[src/rtl/rvc_pkg.sv]
// Shared RVC constants, packer FSM encoding and cache byte-order helper.
// Used by the write-side packer and the fetch-side aligner alike.
// Pure declarations; no logic or state.
package rvc_pkg;

   // Packer FSM: EMPTY = no pending halfword, HALF = low half held, PAD = flush owed
   typedef enum logic [1:0] {
      ST_EMPTY = 2'd0,
      ST_HALF  = 2'd1,
      ST_PAD   = 2'd2
   } pack_state_e;

   localparam logic [15:0] C_NOP = 16'h0001;

   // RV32I opcodes / funct3 values recognised by the compressor
   localparam logic [6:0] OP_IMM   = 7'b0010011;
   localparam logic [6:0] OP_REG   = 7'b0110011;
   localparam logic [6:0] OP_LOAD  = 7'b0000011;
   localparam logic [6:0] OP_STORE = 7'b0100011;
   localparam logic [2:0] F3_ADD   = 3'b000;
   localparam logic [2:0] F3_WORD  = 3'b010;

   // RVC quadrants and funct fields
   localparam logic [1:0] C_Q0      = 2'b00;
   localparam logic [1:0] C_Q1      = 2'b01;
   localparam logic [1:0] C_Q2      = 2'b10;
   localparam logic [2:0] C_F3_ADDI = 3'b000;
   localparam logic [2:0] C_F3_LI   = 3'b010;
   localparam logic [2:0] C_F3_LW   = 3'b010;
   localparam logic [2:0] C_F3_SW   = 3'b110;
   localparam logic [3:0] C_F4_MV   = 4'b1000;
   localparam logic [3:0] C_F4_ADD  = 4'b1001;

   // Logical word -> I-memory cache byte order (self-inverse)
   function automatic logic [31:0] cache_swap(input logic [31:0] p);
      return {p[7:0], p[15:8], p[23:16], p[31:24]};
   endfunction

endpackage

[src/rtl/rvc_packer_compressor.sv]
// Maps one RV32I instruction onto its RVC form when it falls in the supported subset.
// Latency: purely combinational.
// Backpressure: none; evaluated every cycle on whatever instruction is presented.
module rvc_compressor
   import rvc_pkg::*;
(
   input  logic [31:0] instr_i,
   output logic        ok_o,
   output logic [15:0] c16_o
);

   logic [6:0]  opc;
   logic [2:0]  f3;
   logic [6:0]  f7;
   logic [4:0]  rd;
   logic [4:0]  rs1;
   logic [4:0]  rs2;
   logic [11:0] imm_i;
   logic [11:0] imm_s;
   logic        imm_fits6;
   logic        rd_c;
   logic        rs1_c;
   logic        rs2_c;

   assign opc   = instr_i[6:0];
   assign rd    = instr_i[11:7];
   assign f3    = instr_i[14:12];
   assign rs1   = instr_i[19:15];
   assign rs2   = instr_i[24:20];
   assign f7    = instr_i[31:25];
   assign imm_i = instr_i[31:20];
   assign imm_s = {instr_i[31:25], instr_i[11:7]};

   // 12-bit immediate is representable in 6 signed bits when [11:5] is all sign
   assign imm_fits6 = (&imm_i[11:5]) || !(|imm_i[11:5]);

   // Compressed register fields only reach x8..x15
   assign rd_c  = (rd[4:3]  == 2'b01);
   assign rs1_c = (rs1[4:3] == 2'b01);
   assign rs2_c = (rs2[4:3] == 2'b01);

   // Pattern-match the subset and build the 16-bit encoding
   always_comb begin
      ok_o  = 1'b0;
      c16_o = 16'h0000;
      if (instr_i != '0) begin
         if (opc == OP_IMM && f3 == F3_ADD && imm_fits6) begin
            if (rs1 == 5'd0 && rd != 5'd0) begin
               ok_o  = 1'b1;
               c16_o = {C_F3_LI, imm_i[5], rd, imm_i[4:0], C_Q1};
            end else if (rd == rs1 && rd != 5'd0 && imm_i != 12'd0) begin
               ok_o  = 1'b1;
               c16_o = {C_F3_ADDI, imm_i[5], rd, imm_i[4:0], C_Q1};
            end
         end else if (opc == OP_REG && f3 == F3_ADD && f7 == 7'd0 &&
                      rd != 5'd0 && rs2 != 5'd0) begin
            if (rs1 == 5'd0) begin
               ok_o  = 1'b1;
               c16_o = {C_F4_MV, rd, rs2, C_Q2};
            end else if (rs1 == rd) begin
               ok_o  = 1'b1;
               c16_o = {C_F4_ADD, rd, rs2, C_Q2};
            end
         end else if (opc == OP_LOAD && f3 == F3_WORD && rd_c && rs1_c &&
                      imm_i[11:7] == 5'd0 && imm_i[1:0] == 2'd0) begin
            ok_o  = 1'b1;
            c16_o = {C_F3_LW, imm_i[5:3], rs1[2:0], imm_i[2], imm_i[6], rd[2:0], C_Q0};
         end else if (opc == OP_STORE && f3 == F3_WORD && rs2_c && rs1_c &&
                      imm_s[11:7] == 5'd0 && imm_s[1:0] == 2'd0) begin
            ok_o  = 1'b1;
            c16_o = {C_F3_SW, imm_s[5:3], rs1[2:0], imm_s[2], imm_s[6], rs2[2:0], C_Q0};
         end
      end
   end

endmodule

[src/rtl/rvc_packer.sv]
// Packs a stream of RV32I instructions (RVC subset compressed) into 32-bit I-memory words.
// Latency: a word completed by an accepted input is valid the next cycle; no comb in->out path.
// Backpressure: single output register; input stalls while it is full and not draining, and in PAD.
module rvc_packer
   import rvc_pkg::*;
#(
   parameter int ADDR_W      = 30,
   parameter bit COMPRESS_EN = 1'b1
)(
   input  logic              clk,
   input  logic              rst_n,
   input  logic              in_valid,
   output logic              in_ready,
   input  logic [31:0]       in_instr,
   input  logic              in_nocomp,
   input  logic              in_last,
   output logic              out_valid,
   input  logic              out_ready,
   output logic [31:0]       out_word,
   output logic [ADDR_W-1:0] out_addr
);

   pack_state_e       state_q, state_d;
   logic [15:0]       pend_q, pend_d;
   logic              out_valid_q, out_valid_d;
   logic [31:0]       out_word_q, out_word_d;
   logic [ADDR_W-1:0] out_addr_q, out_addr_d;

   logic              comp_ok;
   logic [15:0]       comp_c16;
   logic              use_c16;
   logic              out_free;
   logic              in_fire;
   logic              emit;
   logic [31:0]       emit_p;

   rvc_compressor u_comp (
      .instr_i (in_instr),
      .ok_o    (comp_ok),
      .c16_o   (comp_c16)
   );

   // PC-relative control flow is tagged in_nocomp so its offsets stay valid
   assign use_c16  = COMPRESS_EN && !in_nocomp && comp_ok;
   assign out_free = !out_valid_q || out_ready;
   assign in_ready = (state_q != ST_PAD) && out_free;
   assign in_fire  = in_valid && in_ready;

   assign out_valid = out_valid_q;
   assign out_word  = out_word_q;
   assign out_addr  = out_addr_q;

   // Next state: drain the output register, then optionally reload it with a new word
   always_comb begin
      state_d     = state_q;
      pend_d      = pend_q;
      out_valid_d = out_valid_q;
      out_word_d  = out_word_q;
      out_addr_d  = out_addr_q;
      emit        = 1'b0;
      emit_p      = 32'h0;

      if (out_valid_q && out_ready) begin
         out_valid_d = 1'b0;
         out_addr_d  = out_addr_q + ADDR_W'(1);
      end

      if (state_q == ST_PAD) begin
         if (out_free) begin
            emit    = 1'b1;
            emit_p  = {C_NOP, pend_q};
            state_d = ST_EMPTY;
         end
      end else if (in_fire) begin
         if (state_q == ST_EMPTY) begin
            if (use_c16) begin
               pend_d  = comp_c16;
               state_d = ST_HALF;
            end else begin
               emit   = 1'b1;
               emit_p = in_instr;
            end
         end else begin
            if (use_c16) begin
               emit    = 1'b1;
               emit_p  = {comp_c16, pend_q};
               state_d = ST_EMPTY;
            end else begin
               // 32-bit instruction straddles this word and the next
               emit   = 1'b1;
               emit_p = {in_instr[15:0], pend_q};
               pend_d = in_instr[31:16];
            end
         end
         // Final instruction left a halfword behind: pad it now, or defer if the slot is taken
         if (in_last && state_d == ST_HALF) begin
            if (emit) begin
               state_d = ST_PAD;
            end else begin
               emit    = 1'b1;
               emit_p  = {C_NOP, pend_d};
               state_d = ST_EMPTY;
            end
         end
      end

      if (emit) begin
         out_valid_d = 1'b1;
         out_word_d  = cache_swap(emit_p);
      end
   end

   // State and output register
   always_ff @(posedge clk or negedge rst_n) begin
      if (!rst_n) begin
         state_q     <= ST_EMPTY;
         pend_q      <= 16'h0;
         out_valid_q <= 1'b0;
         out_word_q  <= 32'h0;
         out_addr_q  <= '0;
      end else begin
         state_q     <= state_d;
         pend_q      <= pend_d;
         out_valid_q <= out_valid_d;
         out_word_q  <= out_word_d;
         out_addr_q  <= out_addr_d;
      end
   end

endmodule
[config.mk]
export PLATFORM = sky130hd
export DESIGN_NAME = rvc_packer
export DESIGN_NICKNAME = d
export VERILOG_FILES = /design/src/rtl/rvc_pkg.sv /design/src/rtl/rvc_packer_compressor.sv /design/src/rtl/rvc_packer.sv
export SDC_FILE = /design/constraint.sdc
export NUM_CORES = 1
export LEC_CHECK = 0
export ABC_AREA = 1
export CAP_MARGIN = 20
export CORE_MARGIN = 1.5
export CORE_UTILIZATION = 35
export CTS_CLUSTER_DIAMETER = 200
export DETAILED_ROUTE_END_ITERATION = 8
export PLACE_DENSITY = 0.68
export SLEW_MARGIN = 20
export SYNTH_ARGS = -nofsm -noshare
export SYNTH_HDL_FRONTEND = slang
export SYNTH_HIERARCHICAL = 1
export SYNTH_SLANG_ARGS = --single-unit
export TNS_END_PERCENT = 50
[constraint.sdc]
create_clock -name clk -period 4.1 [get_ports clk]
set_input_delay 0.82 -clock clk [delete_from_list [all_inputs] [get_ports clk]]
set_output_delay 0.82 -clock clk [all_outputs]
set_load 0.01 [all_outputs]
Word level (Yosys, flattened, before mapping)
Cells that the tools add are included.

Register bits after elaboration: 81. Output and inout bits: 64. Word-level logic and storage cells: 116. Input port bits: 38.

Reduce and logical (&&, ||, !) cells: 46. Add/subtract/negate cells: 1. Bitwise operators: 1. Muxes and demuxes: 49. Equality and inequality tests: 14.

Operator list (count): $mux 32 (7); $mux 16 (11); $reduce_bool 32->1 (1); $add 30x1->30 const B (1); $logic_and 1x1->1 (24); $mux 2 (10); $mux 1 (19); $mux 17 (1); $eq 7x6->1 const B (2); $mux 13 (1); $reduce_bool 12->1 (1); $eq 5x5->1 (2); $logic_not 5->1 (2); $reduce_bool 5->1 (2); $eq 2x1->1 const B (4); $eq 7x2->1 const B (1); $eq 7x5->1 const B (1); $logic_not 7->1 (1); $reduce_and 7->1 (1); $reduce_or 7->1 (1); $logic_not 2->1 (3); $ne 2x2->1 const B (2); $reduce_and 2->1 (2); $reduce_bool 2->1 (2); other kinds (6) (9).

Depth between registers and ports, before layout
Gate-level depths: netlist of the first run.

Depth in word-level cells: 22. Gate-level depth with buffers: 19.

Modules after synthesis
The synthesis of the first run kept the hierarchy.

Modules (own cells, without submodules): rvc_packer (cells each 784, area each 5261.3 um^2, times used 1); rvc_compressor (cells each 171, area each 778.2 um^2, times used 1).

Worst setup path before layout of the first run
OpenSTA, ideal clock, no wires.

Path kind: in2reg. From: input in_instr[3]. To: register out_word_q[20], in the netlist out_word[20]. Stages on the path: 16. Buffers on the path: 2. Arrival time: 2.357 ns. Path slack: 1.622 ns. Cell sequence: nor2_2 -> nand2_2 -> nor3_2 -> nand2_1 -> nor2_4 -> nand2_4 -> nand3_1 -> inv_2 -> nor2_1 -> buf_4 -> buf_2 -> nand2_1 -> nand3_1 -> nand2_1 -> nand3_1 -> a21oi_1.

Cells in the longest elaborated chain, start to end: 21. Elaborated cells on any way between the ends: 55.

RTL lines: start, declared (RTL line rvc_packer.sv:14) `input logic [31:0] in_instr,`; $eq 7x6->1 (RTL line rvc_packer_compressor.sv:68) `end else if (opc == OP_STORE && f3 == F3_WORD && rs2_c && rs1_c &&`; $logic_and 1x1->1 (4 in series) (RTL line rvc_packer_compressor.sv:68); $logic_and 1x1->1 (RTL line rvc_packer_compressor.sv:69) `imm_s[11:7] == 5'd0 && imm_s[1:0] == 2'd0) begin`; $mux 1 (RTL line rvc_packer_compressor.sv:68); $mux 1 (RTL line rvc_packer_compressor.sv:64) `end else if (opc == OP_LOAD && f3 == F3_WORD && rd_c && rs1_c &&`; $mux 1 (RTL line rvc_packer_compressor.sv:55) `end else if (opc == OP_REG && f3 == F3_ADD && f7 == 7'd0 &&`; $mux 1 (RTL line rvc_packer_compressor.sv:47) `if (opc == OP_IMM && f3 == F3_ADD && imm_fits6) begin`; $mux 1 (*) (RTL line rvc_packer_compressor.sv:46) `if (instr_i != '0) begin`; via comp_ok (RTL line rvc_packer.sv:29) `logic comp_ok;`; [... 2 more ...]; $mux 2 (RTL line rvc_packer.sv:75) `if (state_q == ST_EMPTY) begin`; $mux 2 (RTL line rvc_packer.sv:74) `end else if (in_fire) begin`; $mux 2 (RTL line rvc_packer.sv:68) `if (state_q == ST_PAD) begin`; $eq 2x1->1 (RTL line rvc_packer.sv:96) `if (in_last && state_d == ST_HALF) begin`; $logic_and 1x1->1 (RTL line rvc_packer.sv:96); $mux 32 or $mux 1 (tied branches) (RTL line rvc_packer.sv:96); $mux 32 or $mux 1 (tied branches) (RTL line rvc_packer.sv:74); $mux 32 or $mux 1 (tied branches) (RTL line rvc_packer.sv:68); end signal, assigned (RTL line rvc_packer.sv:125) `out_word_q <= out_word_d;`; end, declared (RTL line rvc_packer.sv:26) `logic [31:0] out_word_q, out_word_d;`.

Mark *: on every way through the listed nets, which the timed path passes. The rest lies on a longest branch. The select of a mux whose other input is x is not followed. A chain may end at the register's enable or synchronous reset.

Worst setup path in the final report of the first run
From: input in_instr[7]. To: register out_word_q[20], in the netlist out_word[20].

Cells in the longest elaborated chain, start to end: 17. Elaborated cells on any way between the ends: 53.

RTL lines (RTL line): $eq 5x5->1 (tied with other cells) (rvc_packer_compressor.sv:51, rvc_packer_compressor.sv:60); $logic_and 1x1->1 (on tied branches) (rvc_packer_compressor.sv:51, rvc_packer_compressor.sv:69); $logic_and 1x1->1 or $mux 1 (tied branches) (rvc_packer_compressor.sv:51, rvc_packer_compressor.sv:68); $mux 1 (on tied branches) (rvc_packer_compressor.sv:51, rvc_packer_compressor.sv:64); $mux 1 (on tied branches) (rvc_packer_compressor.sv:48, rvc_packer_compressor.sv:55); $mux 1 (rvc_packer_compressor.sv:47); $mux 1 (*) (rvc_packer_compressor.sv:46); via comp_ok (rvc_packer.sv:29); [... 2 more ...]; $mux 2 (rvc_packer.sv:75); $mux 2 (rvc_packer.sv:74); $mux 2 (rvc_packer.sv:68); $eq 2x1->1 (rvc_packer.sv:96); $logic_and 1x1->1 (rvc_packer.sv:96); $mux 32 or $mux 1 (tied branches) (rvc_packer.sv:96); $mux 32 or $mux 1 (tied branches) (rvc_packer.sv:74); $mux 32 or $mux 1 (tied branches) (rvc_packer.sv:68).

Marks and branches as above.

==> results of run 1 <==
cell type report:
cell class	count	area share
multi-input cells	733	0.4538
flip-flops and latches	81	0.2698
repair buffers	113	0.1479
inverters	103	0.05146
well taps	220	0.03664
clock buffers	9	0.02998
clock inverters	7	0.01049
routing by layer:
metal	GRT usage	vias up	routed length (µm)
met5	0	-	0
met2	0.3444	277	8513
met3	0.04271	43	1439
met4	0.07407	0	457
li1	-	3185	-
met1	0.2782	2978	7965
cells in the final DEF, fill, tap and decap left out, types with 2 or more instances in the layout:
cell type and count:
nor3_1 3, clkdlybuf4s50_1 100, nor2_4 10, nand4_1 8, xnor2_1 6, nor2_2 6
nor2_1 95, nand3b_1 5, nand3_1 143, o21ai_0 35, buf_4 12, nand3_2 3
clkinv_1 3, a21oi_1 30, inv_2 10, a22o_1 5, a21oi_4 2, xor2_1 9
nand2_4 5, inv_1 90, dfrtp_1 81, o21ai_1 5, nand2_1 349, nor3_2 2
clkbuf_16 9, nand2_2 4, clkinvlp_4 2
cells by family after synthesis:
family,Yosys count
simple gates,637
buf+inv,141
flops,81
compound gates,79
xor+xnor,15
fa+ha+maj,1
other cells,1
worst reg2reg max path, cell delays in order, from the launching register on:
cell     delay, ns
dfrtp_1       0.46
nor2_4        0.64
inv_2         0.53
nand3_1       0.23
nand2_1       0.11
nand2_1       0.07
o21ai_0       0.08
worst max-delay path by stage:
stage	from	endpoint	slack [ns]
5_1_grt	in_instr[9]	out_word[25]	0.51
2_1_floorplan	in_instr[3]	out_word[20]	1.62
4_1_cts	in_instr[10]	out_word[22]	0.73
6_report	in_instr[7]	out_word[20]	0.71
3_3_place_gp	in_instr[10]	out_word[8]	0.38
3_5_place_dp	in_instr[10]	out_word[26]	0.37
power groups by stage:
stage | Sequential (mW) | Clock [mW] | Combinational (mW)
floorplan | 1.31 | 0 | 0.786
global route | 1.30 | 0.899 | 1.62
detailed placement | 1.27 | 0 | 1.47
CTS | 1.26 | 0.862 | 1.47
global placement | 1.27 | 0 | 1.45
finish | 1.26 | 0.839 | 1.47
state kept, by name, indices dropped and copies added (netlist names):
signal and cells:
out_valid 1, out_addr 30, state_q 2, out_word 32, pend_q 16
stage by stage:
step | util | area (µm²) | std cells | hold WS [ns] | total power [mW]
finish | 0.4499 | 7513 | 1266 | 0.4851 | 3.563
global route | 0.4499 | 7513 | 1266 | 0.5223 | 3.812
CTS | 0.4499 | 7513 | 1266 | 0.4886 | 3.592
detailed placement | 0.4317 | 7209 | 1250 | 0.4717 | 2.736
global placement | 0.4317 | 7209 | 1250 | 0.4656 | 2.716
floorplan | - | 6040 | 955 | 0.4960 | 2.096
==> impl_metrics.toml, run 1 <==
[floorplan]
dieArea_um2 = 18050
placementRows = 47
io_pins = 102
chipHeight_um = 134.4
core_area_um2 = 16700
initial_core_util = 0.3616
chipWidth_um = 134.4

[worst_setup_path]
crit_chain = "clkdlybuf4s50_1 > nor2_1 > nand3_1 > nand3_1 > nor2_4 > nand3_1 > nand3_1 > inv_2 > nor2_2 > nand3_2 > nand2_4 > inv_2 > nor2_1 > a21oi_1"
r2r.worst_path.cells = 6
crit_slowest_cell = "clkdlybuf4s50_1"
r2r_slack_ns = 1.85
cp_num_buf_inv = 3
crit_cells = 14
arrival_ns = 3.62
worstSetupPathType = "in -> reg"
crit_top_cell = "nand3_1"
cp-start-kind = "input pin"
critPathMaxStageDelay_ns = 0.70
cp_max_fo = 23
required_ns = 4.33
cp_top_family = "simple AND/OR/NAND/NOR gates"
r2r-start = "state_q[1]"
end_kind = "flop"
reg2reg_to = "pend_q[1]"

[sta]
maxSlewViolCount = 0
slew_headroom = 0.4930
fin_skew_ns = 0.009556
period_share = 0.8258
tns_ns = 0
rsz0062_at_grt = "no"
finalCriticalPeriod_ns = 3.386
finalHoldViolations = 0
worst_slew_pin_slew_ns = 0.7587
setup_violations = 0
worst_slack_ns = 0.7142
fmax_mhz = 295.4

[power]
p_int_mw = 2.159
sw_frac_of_total = 0.3940
leakage_nw = 3.542
combinationalPowerShare = 0.411
peakVddDrop_mv = 0.2737
p_per_area_nw_per_um2 = 474.2
p_seq_frac = 0.353
power.switching_mw = 1.404
p_clk_frac = 0.236

[yosys]
syn_nets = 994
synth-async-reset-ratio = 1.000
synthDistinctLibCells = 37
synth_adder_area_share = 0.002072
yosys.area.top_type_share = 0.3356
ys_seq_area_frac = 0.3356
synth-simple-area-share = 0.4667
netlist_instances = 955
synth_top_family_by_area = "simple AND/OR/NAND/NOR gates"
postSynthAreaPerCell_um2 = 6.324
synth_seq_cells = 81
ys.flop_type = "dfrtp_1"
ys_top_cells_by_count = "nand2_1 (349), nand3_1 (143), nor2_1 (96)"
synthTopCellsByArea = "dfrtp_1 (34%), nand2_1 (22%), nand3_1 (12%)"
netlist_area_um2 = 6040
synth_xor_xnor_area_share = 0.02175
synth-compound-area-share = 0.07292
synth-edff-count = 0
yosysWarnings = 6
yosysTopAreaCell = "dfrtp_1"
synth.most_common_cell = "nand2_1"
synth_mux_area_frac = 0

[cts]
clockBufferDepth = 2
holdBufCountCts = 0
cts_tree = "built"
root_buffer = "clkbuf_16"
postCtsSetupBuffers = 0
path_clk_slew_ns = 0.06
cts_resized = 0
cts_max_level = 3
worstSkewPairLatency_ns = 0.35
cts_buffers = 9
cts.sinks = 81

[route]
routed_wl_um = 18380
ant_nets = 0
vias = 6483
wl_per_cell_um = 14.52
drt_pre_antenna_iters = 5
viasPerCell = 5.121
drt_first_iter_violations = 553
route.detailed.drc = 0

[cells_and_area]
nFillCells = 1764
layout.nets = 1080
ff_latch_area_um2 = 2027
drive_gt1_frac = 0.07075
multiInputGateArea_um2 = 3410
area_growth_pct = 24.40
antenna_cells = 0

[place]
place_congestion = 0.9224
dp_slack_ns = 0.3694
port_buffers = 101
detailed_place_hpwl_um = 13810

[grt]
grt_pass1_vias = 6086
grtUsageTotal = 0.2113
grt_max_degree = 55
grt_pass1_wl_um = 30420
antenna_found_initial = 0
overflow = 0

[outcome]
status = "complete, no violations"

[min_path]
holdPathStages = 2
whs_endpoint = "out_word[6]"
hold_class = "reg -> reg"
hp-start = "out_word[6]"

[flow_run]
cap_violations = 0
(Power assumes the default switching activity.)
==> run 2: changes to the inputs <==
clock period = 3.4 ns   (was 4.1 ns; I/O delays follow)
==> impl_metrics.toml, run 2 (synthesized netlist as in run 1, its figures left out) <==
[sta]
maxSlewViolCount = 0
finalHoldViolations = 0
setup_violations = 0
finalCriticalPeriod_ns = 2.920
tns_ns = 0
worst_slew_pin_slew_ns = 0.7515
fmax_mhz = 342.5
slew_headroom = 0.4983
period_share = 0.8589
whs_ns = 0.3000
rsz0062_at_grt = "no"
fin_skew_ns = 0.01127

[power]
p_int_mw = 2.623
p_clk_frac = 0.225
power_mw = 4.306
peakVddDrop_mv = 0.3075
sw_frac_of_total = 0.3908
p_seq_frac = 0.356
combinationalPowerShare = 0.419
power.switching_mw = 1.683
leakage_nw = 3.607
p_per_area_nw_per_um2 = 565.0

[cells_and_area]
layout.cells.non_filler = 1279
largest_reg_flops = 32
layout.nets = 1093
antenna_cells = 0
final_core_utilization = 0.4563
area_growth_pct = 26.19
drive_gt1_frac = 0.08026
final_common_cell = "nand2_1"
final_cell_mix = "nand2_1 (349), nand3_1 (143), clkdlybuf4s50_1 (100), nor2_1 (95), inv_1 (90)"

[cts]
path_clk_slew_ns = 0.06
cts_max_level = 3
cts_tree = "built"
holdBufCountCts = 0
worstSkewPairLatency_ns = 0.35
clockBufferDepth = 2
postCtsSetupBuffers = 0
cts_buffers = 9
cts_resized = 0
root_buffer = "clkbuf_16"
cts.sinks = 81

[outcome]
status = "complete, no violations"

[floorplan]
core_area_um2 = 16700
chipHeight_um = 134.4
chipWidth_um = 134.4
placementRows = 47
dieArea_um2 = 18050
io_pins = 102
initial_core_util = 0.3616

[place]
port_buffers = 101
dp_cells = 1263
place_congestion = 0.9606
detailed_place_hpwl_um = 13860

[grt]
grt_max_degree = 59
grt_pass1_vias = 5998
overflow = 0
grtUsageTotal = 0.2103
antenna_found_initial = 0
grt_pass1_wl_um = 30080

[worst_setup_path]
required_ns = 3.67
cp_num_buf_inv = 4
cp_max_fo = 10
worstSetupPathType = "in -> reg"
crit_slowest_cell = "clkdlybuf4s50_1"
arrival_ns = 3.19
end_kind = "flop"
critPathMaxStageDelay_ns = 0.53
cp_top_family = "simple AND/OR/NAND/NOR gates"
cp-start-kind = "input pin"
crit_chain = "clkdlybuf4s50_1 > nor2_1 > nand2_1 > nor2_1 > nand2_1 > nor2_4 > nand3_1 > nand3_1 > inv_2 > nor2_2 > buf_4 > nand3_2 > buf_4 > nand3_1 > nor2_1 > a21oi_1"

[route]
drt_first_iter_violations = 506
wl_per_cell_um = 14.41
route.detailed.drc = 0
ant_nets = 0
viasPerCell = 5.075
drt_pre_antenna_iters = 7
routed_wl_um = 18430
vias = 6491

[min_path]
hold_class = "in -> async"

[flow_run]
cap_violations = 0
## run 2: area by class of cell
cell class,instances,area [µm²]
flip-flops and latches,81,2027
well taps,220,275.3
inverters,103,386.6
clock inverters,5,56.30
repair buffers,126,1234
fillers,1750,9080
clock buffers,11,232.7
multi-input cells,733,3410
## run 2: worst paths after layout
check | from | endpoint | slack, ns | cells after the start
max | in_instr[26] | out_word[19] | 0.48 | 16
min | rst_n | out_word[28] | 0.30 | 1
max reg2reg | state_q[1] | out_word[29] | 1.47 | 8
min reg2reg | out_word[2] | out_word[2] | 0.48 | 2
max in group asynchronous | rst_n | pend_q[9] | 2.35 | 2
min in group clk | out_word[2] | out_word[2] | 0.48 | 2
## run 2: through the flow
step                      area [µm²]  setup slack (ns)
after floorplan                 6040             1.062
after global placement          7332            0.2424
after detailed placement        7332            0.1679
after CTS                       7621            0.5219
after global routing            7621            0.2189
final                           7621            0.4799
## run 2: per-layer routing
metal | wire [µm] | vias up | GRT usage
met3 | 1269 | 28 | 0.02759
met1 | 8255 | 3003 | 0.2894
li1 | - | 3219 | -
met4 | 369 | 0 | 0.07109
met2 | 8535 | 241 | 0.3405
met5 | 0 | - | 0
## run 2: worst reg2reg max path: stages, from the launching register on
cell,delay (ns)
dfrtp_1,0.45
nor2_4,0.14
buf_4,0.48
nand3_2,0.16
inv_2,0.30
nand3_1,0.13
nand2_1,0.07
nand2_1,0.05
nand3_1,0.07
## run 2: power groups by stage
stage | clock, mW | combinational (mW) | sequential (mW)
CTS | 0.993 | 1.81 | 1.53
detailed placement | 0 | 1.80 | 1.54
finish | 0.969 | 1.80 | 1.53
floorplan | 0 | 0.948 | 1.58
global route | 1.05 | 1.98 | 1.57
global placement | 0 | 1.79 | 1.54
